`config.mk`:
```
export PLATFORM = sky130hd
export DESIGN_NAME = approx_mult_err_engine
export DESIGN_NICKNAME = d
export VERILOG_FILES = /design/src/rtl/approx_mult_err_engine.sv
export SDC_FILE = /design/constraint.sdc
export NUM_CORES = 2
export LEC_CHECK = 0
export ABC_AREA = 1
export CAP_MARGIN = 20
export CORE_MARGIN = 10
export CORE_UTILIZATION = 54
export CTS_CLUSTER_SIZE = 12
export DETAILED_ROUTE_END_ITERATION = 10
export PLACE_DENSITY = 0.74
export SETUP_SLACK_MARGIN = 0.02
export SYNTH_ARGS = -nofsm -noshare
export SYNTH_HDL_FRONTEND = slang
export SYNTH_SLANG_ARGS = --single-unit
```
`constraint.sdc`:
```
create_clock -name clk -period 5.6 [get_ports clk]
set_input_delay 1.12 -clock clk [delete_from_list [all_inputs] [get_ports clk]]
set_output_delay 1.12 -clock clk [all_outputs]
set_load 0.01 [all_outputs]
```
`src/rtl/approx_mult_err_engine.sv`:
```
// Error-characterisation engine for an external approximate multiplier.
// Issues operand pairs, pairs each dut_y with an exact product and accumulates error metrics.
module approx_mult_err_engine #(
    parameter int              N         = 16,
    parameter int              DUT_LAT   = 0,
    parameter logic [2*N-1:0]  LFSR_TAPS = 32'h80200003
) (
    input  logic               clk,
    input  logic               rst,
    input  logic               start,
    input  logic               abort,
    input  logic               mode,
    input  logic [2*N-1:0]     seed,
    input  logic [2*N:0]       num_samples,
    output logic [N-1:0]       dut_a,
    output logic [N-1:0]       dut_b,
    input  logic [2*N-1:0]     dut_y,
    output logic               busy,
    output logic               done,
    output logic [2*N:0]       vec_count,
    output logic [2*N:0]       err_count,
    output logic [4*N-1:0]     sae,
    output logic [2*N-1:0]     max_ed
);

    localparam int PW = 2 * N;

    typedef enum logic [1:0] {IDLE, RUN, DRAIN, DONE} state_t;

    state_t          state_q, state_d;
    logic            mode_r;
    logic [PW:0]     rem_r;
    logic [PW-1:0]   lfsr_r;
    logic [PW-1:0]   lfsr_nxt;
    logic [PW-1:0]   seed_eff;
    logic            vld_p0;
    logic            launch, issue_next, stop_issue, flush, last_vec;

    logic [N-1:0]    a_al, b_al;
    logic            vld_al, dly_busy;

    logic [PW-1:0]   y_p1, exact_p1;
    logic            vld_p1;
    logic [PW-1:0]   ed_p2;
    logic            vld_p2;

    function automatic logic [PW-1:0] lfsr_step(input logic [PW-1:0] v);
        lfsr_step = v[0] ? ((v >> 1) ^ LFSR_TAPS) : (v >> 1);
    endfunction

    function automatic logic [PW-1:0] abs_diff(input logic [PW-1:0] x, input logic [PW-1:0] y);
        abs_diff = (x >= y) ? (x - y) : (y - x);
    endfunction

    assign seed_eff = (seed == '0) ? '1 : seed;
    assign lfsr_nxt = lfsr_step(lfsr_r);
    assign last_vec = mode_r ? (rem_r == '0) : (&{dut_a, dut_b});
    assign busy     = (state_q == RUN) || (state_q == DRAIN);
    assign done     = (state_q == DONE);

    always_ff @(posedge clk) begin
        if (rst) state_q <= IDLE;
        else     state_q <= state_d;
    end

    always_comb begin
        state_d    = state_q;
        launch     = 1'b0;
        issue_next = 1'b0;
        stop_issue = 1'b0;
        flush      = 1'b0;
        case (state_q)
            IDLE, DONE: begin
                if (start && !abort) begin
                    launch  = 1'b1;
                    state_d = (mode && (num_samples == '0)) ? DONE : RUN;
                end
            end
            RUN: begin
                if (abort) begin
                    flush   = 1'b1;
                    state_d = IDLE;
                end else if (last_vec) begin
                    stop_issue = 1'b1;
                    state_d    = DRAIN;
                end else begin
                    issue_next = 1'b1;
                end
            end
            DRAIN: begin
                if (abort) begin
                    flush   = 1'b1;
                    state_d = IDLE;
                end else if (vld_p2 && !vld_p1 && !dly_busy) begin
                    // the vector in stage E is the last one; it lands on the metrics this edge
                    state_d = DONE;
                end
            end
            default: state_d = IDLE;
        endcase
    end

    // Operand source: registered dut_a/dut_b, valid during RUN
    always_ff @(posedge clk) begin
        if (rst) begin
            dut_a  <= '0;
            dut_b  <= '0;
            lfsr_r <= '1;
            mode_r <= 1'b0;
            rem_r  <= '0;
            vld_p0 <= 1'b0;
        end else if (launch) begin
            mode_r <= mode;
            lfsr_r <= seed_eff;
            rem_r  <= num_samples - (PW+1)'(1);
            if (mode) begin
                {dut_a, dut_b} <= seed_eff;
                vld_p0         <= (num_samples != '0);
            end else begin
                {dut_a, dut_b} <= '0;
                vld_p0         <= 1'b1;
            end
        end else if (issue_next) begin
            if (mode_r) begin
                lfsr_r         <= lfsr_nxt;
                {dut_a, dut_b} <= lfsr_nxt;
                rem_r          <= rem_r - (PW+1)'(1);
            end else begin
                {dut_a, dut_b} <= {dut_a, dut_b} + PW'(1);
            end
        end else if (stop_issue || flush) begin
            vld_p0 <= 1'b0;
        end
    end

    // Operand delay line matching the DUT latency
    if (DUT_LAT == 0) begin : g_nolat
        assign a_al     = dut_a;
        assign b_al     = dut_b;
        assign vld_al   = vld_p0;
        assign dly_busy = 1'b0;
    end else begin : g_lat
        logic [N-1:0]       a_sr [DUT_LAT];
        logic [N-1:0]       b_sr [DUT_LAT];
        logic [DUT_LAT-1:0] vld_sr;

        always_ff @(posedge clk) begin
            if (rst || flush) begin
                vld_sr <= '0;
            end else begin
                vld_sr[0] <= vld_p0;
                for (int i = 1; i < DUT_LAT; i++) vld_sr[i] <= vld_sr[i-1];
            end
        end

        always_ff @(posedge clk) begin
            a_sr[0] <= dut_a;
            b_sr[0] <= dut_b;
            for (int i = 1; i < DUT_LAT; i++) begin
                a_sr[i] <= a_sr[i-1];
                b_sr[i] <= b_sr[i-1];
            end
        end

        assign a_al     = a_sr[DUT_LAT-1];
        assign b_al     = b_sr[DUT_LAT-1];
        assign vld_al   = vld_sr[DUT_LAT-1];
        assign dly_busy = |vld_sr;
    end

    // Stage C: capture DUT product and exact product
    always_ff @(posedge clk) begin
        if (rst || flush) vld_p1 <= 1'b0;
        else              vld_p1 <= vld_al;
    end

    always_ff @(posedge clk) begin
        y_p1     <= dut_y;
        exact_p1 <= PW'(a_al) * PW'(b_al);
    end

    // Stage E: absolute error distance
    always_ff @(posedge clk) begin
        if (rst || flush) vld_p2 <= 1'b0;
        else              vld_p2 <= vld_p1;
    end

    always_ff @(posedge clk) begin
        ed_p2 <= abs_diff(y_p1, exact_p1);
    end

    // Stage A: metric accumulation
    always_ff @(posedge clk) begin
        if (rst || launch) begin
            vec_count <= '0;
            err_count <= '0;
            sae       <= '0;
            max_ed    <= '0;
        end else if (vld_p2 && !flush) begin
            vec_count <= vec_count + (PW+1)'(1);
            err_count <= err_count + (PW+1)'(ed_p2 != '0);
            sae       <= sae + (4*N)'(ed_p2);
            if (ed_p2 > max_ed) max_ed <= ed_p2;
        end
    end

endmodule

```
==> impl_metrics.json <==
{
  "wl_per_cell_um": 16.8,
  "clkTransAtPathRegs_ps": 60,
  "ys_types": 56,
  "async_reset_ff_frac": 0,
  "hold_path_depth": 2,
  "place_area_um2": 38100,
  "place.gp.congestion": 1.00,
  "reg2reg_slack_ps": 240,
  "ir_drop_v": 0.000329,
  "path_max_fanout": 11,
  "cp_cell_sequence": "nand2_1 > fa_1 > inv_1 > fa_1 > fa_1 > fa_1 > fa_1 > inv_1 > fa_1 > inv_1 > ha_1 > nand2_1 > inv_1 > nand3_2 > nor3_2 > a21o_1 > nand2_1 > a21o_1 > nand2_1",
  "cts.hold.buffers_added": 0,
  "setup_viol": 0,
  "diodes": 0,
  "syn_inst": 5355,
  "cpMaxStageDelayCell": "fa_1",
  "end_kind": "register",
  "path_class": "register to register",
  "max_freq_mhz": 186,
  "max_cap_violations": 0,
  "synth_seq_area_share": 0.211,
  "htree_levels": 2,
  "synth_area_leaders": "dfxtp_1, nand2_1, fa_1, inv_1, ha_1",
  "fin_skew_ps": 23.6,
  "arrival_ps": 5890,
  "root_buffer": "clkbuf_16",
  "grt_pass1_vias": 33231,
  "crit_top_cell": "fa_1",
  "grt_pass1_wl_um": 174000,
  "numCtsBuffers": 45,
  "slew_violations": 0,
  "initial_core_util": 0.544,
  "grt_max_degree": 100,
  "worst_pin_slew_ps": 877,
  "netlist_area_um2": 34200,
  "powerDensity_nw_per_um2": 369,
  "cts_tree": "yes",
  "syn-num-nets": 5893,
  "outcome": "finished, final reports clean",
  "rsz0062_at_grt": "yes",
  "area_growth_pct": 16.4,
  "hp-start": "vld_al$_SDFFE_PP0P_",
  "period_needed_ps": 5360,
  "io_pins": 298,
  "rows": 92,
  "portBuffers": 297,
  "layout-drive-gt1-share": 0.0540,
  "final_area_um2": 39800,
  "required_ps": 6130,
  "dp.final_hpwl_um": 87800,
  "preCtsSetupSlack_ps": -33.9,
  "route.detailed.vias_per_inst": 5.29,
  "worstHoldPathType": "register to register",
  "hold_viol_final": 0,
  "overflow": 0,
  "antenna_found_initial": 2,
  "die_y_um": 272,
  "fin_util": 0.633,
  "synth_edf_count": 0,
  "slew_headroom": 0.415,
  "drtIter0Drc": 2375,
  "coreArea_um2": 63000,
  "cts_buffer_depth": 3,
  "min_to": "vld_p1$_SDFF_PP0_",
  "yosys_warnings": 0,
  "first_pass_iters": 7,
  "syn_area_per_cell_um2": 6.39,
  "yosysTopAreaCell": "dfxtp_1",
  "critPathTopFamily": "adder cells",
  "drc": 0,
  "clk_latency_ps": 600,
  "synth_top_area_frac": 0.211,
  "power.leakage_nw": 19.8,
  "grt_util_all_layers": 0.287,
  "cts.sinks": 361,
  "vias": 34271,
  "worst-path-buf-inv": 4,
  "ant_nets": 0,
  "critical_path.max_stage_delay_ps": 550,
  "wl_um": 109000,
  "layout.nets": 6133,
  "reg2reg_depth": 19,
  "start_kind": "register",
  "worstSetupPathDepth": 19,
  "die_w_um": 272,
  "ys_seq_elements": 361,
  "r2r-start": "dut_a[4]$_SDFFE_PP0P_",
  "period_share": 0.958,
  "r2r_end": "exact_p1[22]$_DFF_P_",
  "synth_ff_type": "dfxtp_1",
  "die-area_um2": 73900,
  "postLayoutSetupSlackWorst_ps": 238
}
layout by cell type, fill, tap and decap left out, types with 11 or more instances in the layout:
master	instances
nand2_1	1524
inv_1	923
nor2_1	599
dfxtp_1	333
clkdlybuf4s50_1	297
a21oi_1	286
nand3_1	264
ha_1	234
o21ai_0	210
fa_1	197
xor2_1	103
nand4_1	98
buf_4	85
nor3_1	64
clkbuf_16	46
xnor2_1	45
nand2_2	27
o211ai_1	24
o21ai_1	23
dfxtp_2	22
nor2_2	21
nand3b_1	18
nor4_1	17
a21o_1	16
o21bai_1	12
inv_2	11
layer usage:
metal,wire (µm),vias to the layer above,GRT usage
met4,5120,0,0.125
met1,44000,15931,0.343
li1,-,17049,-
met2,53200,1041,0.504
met3,6240,250,0.0417
met5,0,-,0
final cells by class:
class                           count  area [µm²]
Inverter                          934        3510
Tap cell                          846        1060
Fill cell                        6064       23100
Multi-Input combinational cell   3864       22700
Clock inverter                     21         328
Clock buffer                       58        1250
Sequential cell                   361        7280
Timing Repair Buffer              389        3730
report_power, final:
part	total [W]	internal [W]	switching (W)
sequential	0.00366	0.00305	0.000614
combinational	0.00790	0.00284	0.00507
clock	0.00313	0.00190	0.00123
total	0.0147	0.00778	0.00692
stage by stage:
stage	total power, W	TNS [ps]	hold slack [ps]	cells
after floorplan	0.00901	0	408	5355
after global placement	0.0113	-19.4	417	6390
after detailed placement	0.0114	-33.9	429	6390
after CTS	0.0146	0	439	6469
after global routing	0.0159	-36.6	452	6473
final	0.0147	0	437	6473
Yosys cell counts, drive strengths merged (24+ instances only):
| cell type | n |
|---|---|
| xor2 | 103 |
| nand4 | 99 |
| nand3 | 270 |
| nor3 | 69 |
| o21ai | 238 |
| inv | 934 |
| nand2 | 1553 |
| a21oi | 292 |
| dfxtp | 361 |
| o211ai | 24 |
| ha | 239 |
| clkbuf | 116 |
| nor2 | 628 |
| fa | 197 |
| xnor2 | 45 |
| buf | 80 |
cells by family (layout without fill, tap and decap cells):
kind of cell / Yosys count / in the layout / synth area share
DFF: 361 / 361 / 0.211
buffers and inverters: 1130 / 1402 / 0.129
AOI/OAI and AO/OA: 604 / 604 / 0.0947
xor gates and xnor gates: 148 / 148 / 0.0379
and+or+nand+nor: 2676 / 2676 / 0.325
adders and majority gates: 436 / 436 / 0.203
sequential cells by signal, summed over array words and instances, names as in the netlist:
register,count
rem_r,33
err_count,33
dut_a,16
sae,64
state_q,2
vld_p2,1
ed_p2,32
exact_p1,32
mode_r,1
vld_al,1
dut_b,16
vld_p1,1
lfsr_r,32
y_p1,32
vec_count,33
max_ed,32
how the worst max path moves through the flow:
stage,startpoint,end,slack (ps)
CTS,dut_b[14]$_SDFFE_PP0P_,exact_p1[29]$_DFF_P_,20
detailed placement,dut_a[8]$_SDFFE_PP0P_,exact_p1[29]$_DFF_P_,-30
global route,dut_a[5]$_SDFFE_PP0P_,exact_p1[22]$_DFF_P_,-30
global placement,dut_a[8]$_SDFFE_PP0P_,exact_p1[19]$_DFF_P_,-20
finish,dut_a[4]$_SDFFE_PP0P_,exact_p1[22]$_DFF_P_,240
floorplan,dut_a[6]$_SDFFE_PP0P_,exact_p1[29]$_DFF_P_,40
worst reg2reg max path, cell delays in order (launching register included):
cell and delay, ps:
dfxtp_2 440, nand2_1 120, fa_1 550, inv_1 50, fa_1 460, fa_1 530
fa_1 540, fa_1 550, inv_1 50, fa_1 530, inv_1 40, ha_1 380
nand2_1 110, inv_1 110, nand3_2 130, nor3_2 230, a21o_1 180, nand2_1 90
a21o_1 160, nand2_1 40
timing repair:
action,4_1_cts,5_1_grt
endpoints found under the setup margin,6,18
pin swaps,0,2
gates resized for setup,4,57
buffers inserted,0,1
(Power assumes the default switching activity.)
